==> src/rtl/top_level.sv <==
// Pattern-search engine: scans a 32-byte message in data memory for a 5-bit pattern
// and writes back the in-byte, per-byte and whole-string match counts.

module win_match #(
    parameter int W = 5
) (
    input  logic [W-1:0] win,
    input  logic [W-1:0] pat,
    output logic         hit
);
    assign hit = (win == pat);
endmodule

module dat_mem #(
    parameter int DW = 8,
    parameter int AW = 8
) (
    input  logic          clk,
    input  logic          wr_en,
    input  logic [AW-1:0] addr,
    input  logic [DW-1:0] wr_data,
    output logic [DW-1:0] rd_data
);
    // No reset: contents are preloaded externally and must survive the start pulse.
    logic [DW-1:0] core [0:2**AW-1];

    always_ff @(posedge clk)
        if (wr_en) core[addr] <= wr_data;

    assign rd_data = core[addr];
endmodule

module top_level #(
    parameter int DW     = 8,
    parameter int AW     = 8,
    parameter int NBYTES = 32
) (
    input  logic clk,
    input  logic reset,
    input  logic req,
    output logic done
);
    localparam int PW   = 5;
    localparam int HW   = PW - 1;
    localparam int NWIN = DW;
    localparam int NIN  = DW - PW + 1;
    localparam int IW   = $clog2(NBYTES);
    localparam logic [AW-1:0] PAT_ADDR = AW'(NBYTES);

    typedef enum logic [2:0] {LOAD_PAT, SCAN, WR33, WR34, WR35, IDLE} state_t;

    state_t         state, next;
    logic [PW-1:0]  pat;
    logic [IW-1:0]  idx;
    logic [HW-1:0]  hist;
    logic [7:0]     ctb, cto, cts;
    logic [7:0]     byte_hits, all_hits, cts_add;
    logic           wr_en;
    logic [AW-1:0]  addr;
    logic [DW-1:0]  wr_data, rd_data;
    logic [DW+HW-1:0] x;
    logic [NWIN-1:0]  hits;

    dat_mem #(.DW(DW), .AW(AW)) dm1 (
        .clk     (clk),
        .wr_en   (wr_en),
        .addr    (addr),
        .wr_data (wr_data),
        .rd_data (rd_data)
    );

    // Windows 0..NIN-1 lie inside the current byte; the rest straddle the previous byte's tail.
    assign x = {hist, rd_data};

    for (genvar k = 0; k < NWIN; k++) begin : g_win
        win_match #(.W(PW)) u_win (
            .win (x[k+PW-1:k]),
            .pat (pat),
            .hit (hits[k])
        );
    end

    always_comb begin
        byte_hits = '0;
        all_hits  = '0;
        for (int k = 0; k < NWIN; k++) begin
            if (k < NIN) byte_hits = byte_hits + 8'(hits[k]);
            all_hits = all_hits + 8'(hits[k]);
        end
        cts_add = (idx == '0) ? byte_hits : all_hits;
    end

    always_comb begin
        next    = state;
        wr_en   = 1'b0;
        addr    = PAT_ADDR;
        wr_data = ctb;
        case (state)
            LOAD_PAT: next = SCAN;
            SCAN: begin
                addr = AW'(idx);
                if (idx == IW'(NBYTES - 1)) next = WR33;
            end
            WR33: begin
                addr  = PAT_ADDR + AW'(1);
                wr_en = !req;
                next  = WR34;
            end
            WR34: begin
                addr    = PAT_ADDR + AW'(2);
                wr_data = cto;
                wr_en   = !req;
                next    = WR35;
            end
            WR35: begin
                addr    = PAT_ADDR + AW'(3);
                wr_data = cts;
                wr_en   = !req;
                next    = IDLE;
            end
            default: next = IDLE;
        endcase
    end

    always_ff @(posedge clk or posedge reset) begin
        if (reset) begin
            state <= LOAD_PAT;
            ctb   <= '0;
            cto   <= '0;
            cts   <= '0;
            done  <= 1'b0;
            idx   <= '0;
            hist  <= '0;
            pat   <= '0;
        end else if (req) begin
            state <= LOAD_PAT;
            ctb   <= '0;
            cto   <= '0;
            cts   <= '0;
            done  <= 1'b0;
            idx   <= '0;
            hist  <= '0;
            pat   <= '0;
        end else begin
            state <= next;
            case (state)
                LOAD_PAT: begin
                    pat  <= rd_data[DW-1:DW-PW];
                    hist <= '0;
                    idx  <= '0;
                end
                SCAN: begin
                    ctb  <= ctb + byte_hits;
                    cto  <= cto + 8'(byte_hits != '0);
                    cts  <= cts + cts_add;
                    hist <= rd_data[HW-1:0];
                    idx  <= idx + 1'b1;
                end
                IDLE:    done <= 1'b1;
                default: ;
            endcase
        end
    end
endmodule

==> config.mk <==
export PLATFORM = sky130hd
export DESIGN_NAME = top_level
export DESIGN_NICKNAME = d
export VERILOG_FILES = /design/src/rtl/top_level.sv
export SDC_FILE = /design/constraint.sdc
export NUM_CORES = 1
export LEC_CHECK = 0
export CORE_AREA = 5 5 42 44
export DETAILED_ROUTE_END_ITERATION = 16
export DIE_AREA = 0 0 47 49
export PLACE_DENSITY_LB_ADDON = 0.12
export SYNTH_ARGS = -nofsm -noshare
export SYNTH_HDL_FRONTEND = slang
export SYNTH_HIERARCHICAL = 1
export SYNTH_SLANG_ARGS = --single-unit
==> constraint.sdc <==
create_clock -name clk -period 1.83 [get_ports clk]
set_clock_uncertainty 0.1 [all_clocks]
set_input_delay 0.183 -clock clk [delete_from_list [all_inputs] [get_ports clk]]
set_output_delay 0.183 -clock clk [all_outputs]
set_load 0.02 [all_outputs]
==> metrics.md <==
| Metric | Value |
|---|---|
| Status | finished clean |
| First-pass GRT wire length | 1.414 mm |
| PortBufs | 3 |
| Vias in the first global route | 328 |
| WL met1 | 396 µm |
| Top cells by area, synth | dfrtp_1 51%, a21oi_1 7.9%, ha_1 5.7% |
| Ys Warns | 6 |
| FF-to-FF Start | state[1] |
| Slowest stage delay, CP | 520 ps |
| DP Cell Count | 64 |
| Top Ports | 4 |
| Avg Cell Area, Syn | 9.202 µm² |
| Setup Buffers After CTS | 0 |
| Area fraction in compound gates after synthesis | 0.1048 |
| Via-per-instance ratio | 5.000 |
| Routed Antenna Nets | 0 |
| Num rows | 14 |
| Endpoints failing setup | 0 |
| Flop2flop setup slack | 200 ps |
| Final critical-path setup slack | 195.4 ps |
| Clock Tree Buf Depth | 2 |
| Rel. slew slack | 0.7660 |
| Crit Path Category | reg2reg |
| Area leader, netlist | dfrtp_1 |
| WL met2 | 398 µm |
| Yosys cell types | 20 |
| Syn_nets | 53 |
| CP top delay family | simple AND/OR/NAND/NOR gates |
| CP startpoint | state[1] |
| Place WS | 207.2 ps |
| Critical path data arrival time | 1710 ps |
| Depth of the worst register-to-register path | 3 |
| CTS tree | built |
| Peak supply drop | 0.2810 mV |
| Fraction of synthesized cell area taken by the top area cell type | 0.5099 |
| Remaining global-route overflow | 0 |
| Cell Pwr Density | 742.7 nW/µm² |
| Layout cells sized above 1 | 0.05769 |
| Met3 wire length | 45 µm |
| Sink Count | 9 |
| MaxCap Viol Count | 0 |
| Number of synthesized register bits | 9 |
| RSZ-0062 raised after global routing | no |
| Slew @ Worst Pin | 350.6 ps |
| Hold buffers post-CTS | 0 |
| CP Launch Type | flip-flop |
| CP required | 1910 ps |
| Max-slew violation count | 0 |
| Synth Area in XOR/XNOR | 0 |
| Peak Freq | 0.6118 GHz |
| Die area | 2303 µm² |
| Via count | 340 |
| Period Utilization, post-route | 0.8932 |
| DRC violations left | 0 |
| Setup tns final | 0 ps |
| Core Region | 1401 µm² |
| Cells after synthesis | 48 |
| Largest family of logic cells by synthesized area | simple AND/OR/NAND/NOR gates |
| Crit path max fanout | 7 |
| Resize count post-CTS | 0 |
| Clock period minus worst slack | 1635 ps |
| Pleak | 0.0002242 µW |
| Routability Congestion | 0.7696 |
| Simple-gate share of the synthesized area | 0.2918 |
| Worst r2r dst | idx[3] |
| CTS Buf Count | 3 |
| DR WL/cell | 12.49 µm |
| Multiplexer share of the synthesized area | 0 |
| Critical path's slowest cell | or4b_1 |
| WP buf/inv | 0 |
| Drt total wl | 849 µm |
| Sequential area share after synthesis | 0.5099 |
| Tot GR Track Use | 0.08736 |
| Initial Util | 0.3152 |
| Largest net degree at the start of global routing | 11 |
| Cell chain of the critical path | or2_1 > or4b_1 > a31oi_1 |
| Initial DRC count | 3 |
| Clock Latency Late Sink | 250 ps |
| Antenna Cells | 0 |
| Die W | 47 µm |
| DR top layer | met4 |
| Syn Std Cell Area | 441.7 µm² |
| Synth Area in Adders | 0.05666 |
| Area delta synth->final | 14.45% |
| Final hold slack | 90.05 ps |
| Final design utilization | 0.3607 |
| Min-delay worst type | in2async |
| Clock Pin Slew Worst Setup and Hold Paths | 60 ps |
| DP HPWL | 635.6 µm |
| Post-Layout Cell Count | 68 |
| Maximum level of the CTS H-tree | 1 |
| Initial antenna violation count | 0 |
| Height of the die | 49 µm |
| Setup crit end kind | flip-flop |
| TritonRoute pass-1 iters | 4 |
| Crit path depth | 3 |
| Root buf cell | clkbuf_4 |
| Final Hold Fails | 0 |
| Crit path capture | idx[3] |
| Nets@finish | 58 |
layer usage:
layer	up-vias	track usage
met2	6	0.1154
met5	-	0
met1	161	0.1151
met4	0	0.05530
li1	171	-
met3	2	0.03321
how the worst min path moves through the flow:
stage / startpoint / to / slack (ps) / cells after the start
floorplan: reset / done / -90 / 1
global placement: reset / idx[3] / 360 / 2
detailed placement: reset / idx[0] / 370 / 2
CTS: reset / idx[3] / 100 / 2
global route: reset / idx[0] / 130 / 2
finish: reset / idx[0] / 90 / 2
placed cells by master, fill, tap and decap left out, drive strengths merged, types with 2 or more instances in the layout:
cell type      synthesis  layout
nand3                  4       4
nor2b                  2       2
nand2                  5       5
dfrtp                  9       9
nor2                   5       5
clkdlybuf4s50          0       3
clkbuf                 3       4
a21oi                  7       7
ha                     2       2
synthesized netlist by cell type, drive strengths merged:
master  count
nor2        5
nor3b       1
clkbuf      3
and2b       1
nor3        1
a31oi       1
nand3       4
or4b        1
a21oi       7
nor2b       2
nor4b       1
nand3b      1
and3        1
o21ai       1
nand2       5
inv         1
dfrtp       9
or2         1
ha          2
layout make-up:
type / count / area (µm²)
Fill cell: 149 / 895.9
Sequential cell: 9 / 225.2
Multi-Input combinational cell: 35 / 200.2
Timing Repair Buffer: 3 / 30.03
Clock buffer: 4 / 26.28
Tap cell: 16 / 20.02
Inverter: 1 / 3.754
power breakdown:
group	internal (µW)	switching [µW]
sequential	202	4.93
combinational	8.10	9.61
clock	83.9	66.7
kinds of logic after synthesis:
logic type | count (synthesis)
AO/OA/AOI/OAI | 9
flip-flops | 9
AND/OR/NAND/NOR | 24
buffers and inverters | 4
adder cells (fa/ha/maj) | 2
registers in the layout, summed over array words and instances, names as in the netlist:
signal	count
idx	5
state	3
done	1
metrics by stage:
step                total power, µW  area, µm²
floorplan                     221.5      441.7
global placement              228.3      479.2
detailed placement            229.1      479.2
CTS                           382.6      505.5
global route                  391.8      505.5
finish                        375.4      505.5
Power figures use the tool's default switching activity.
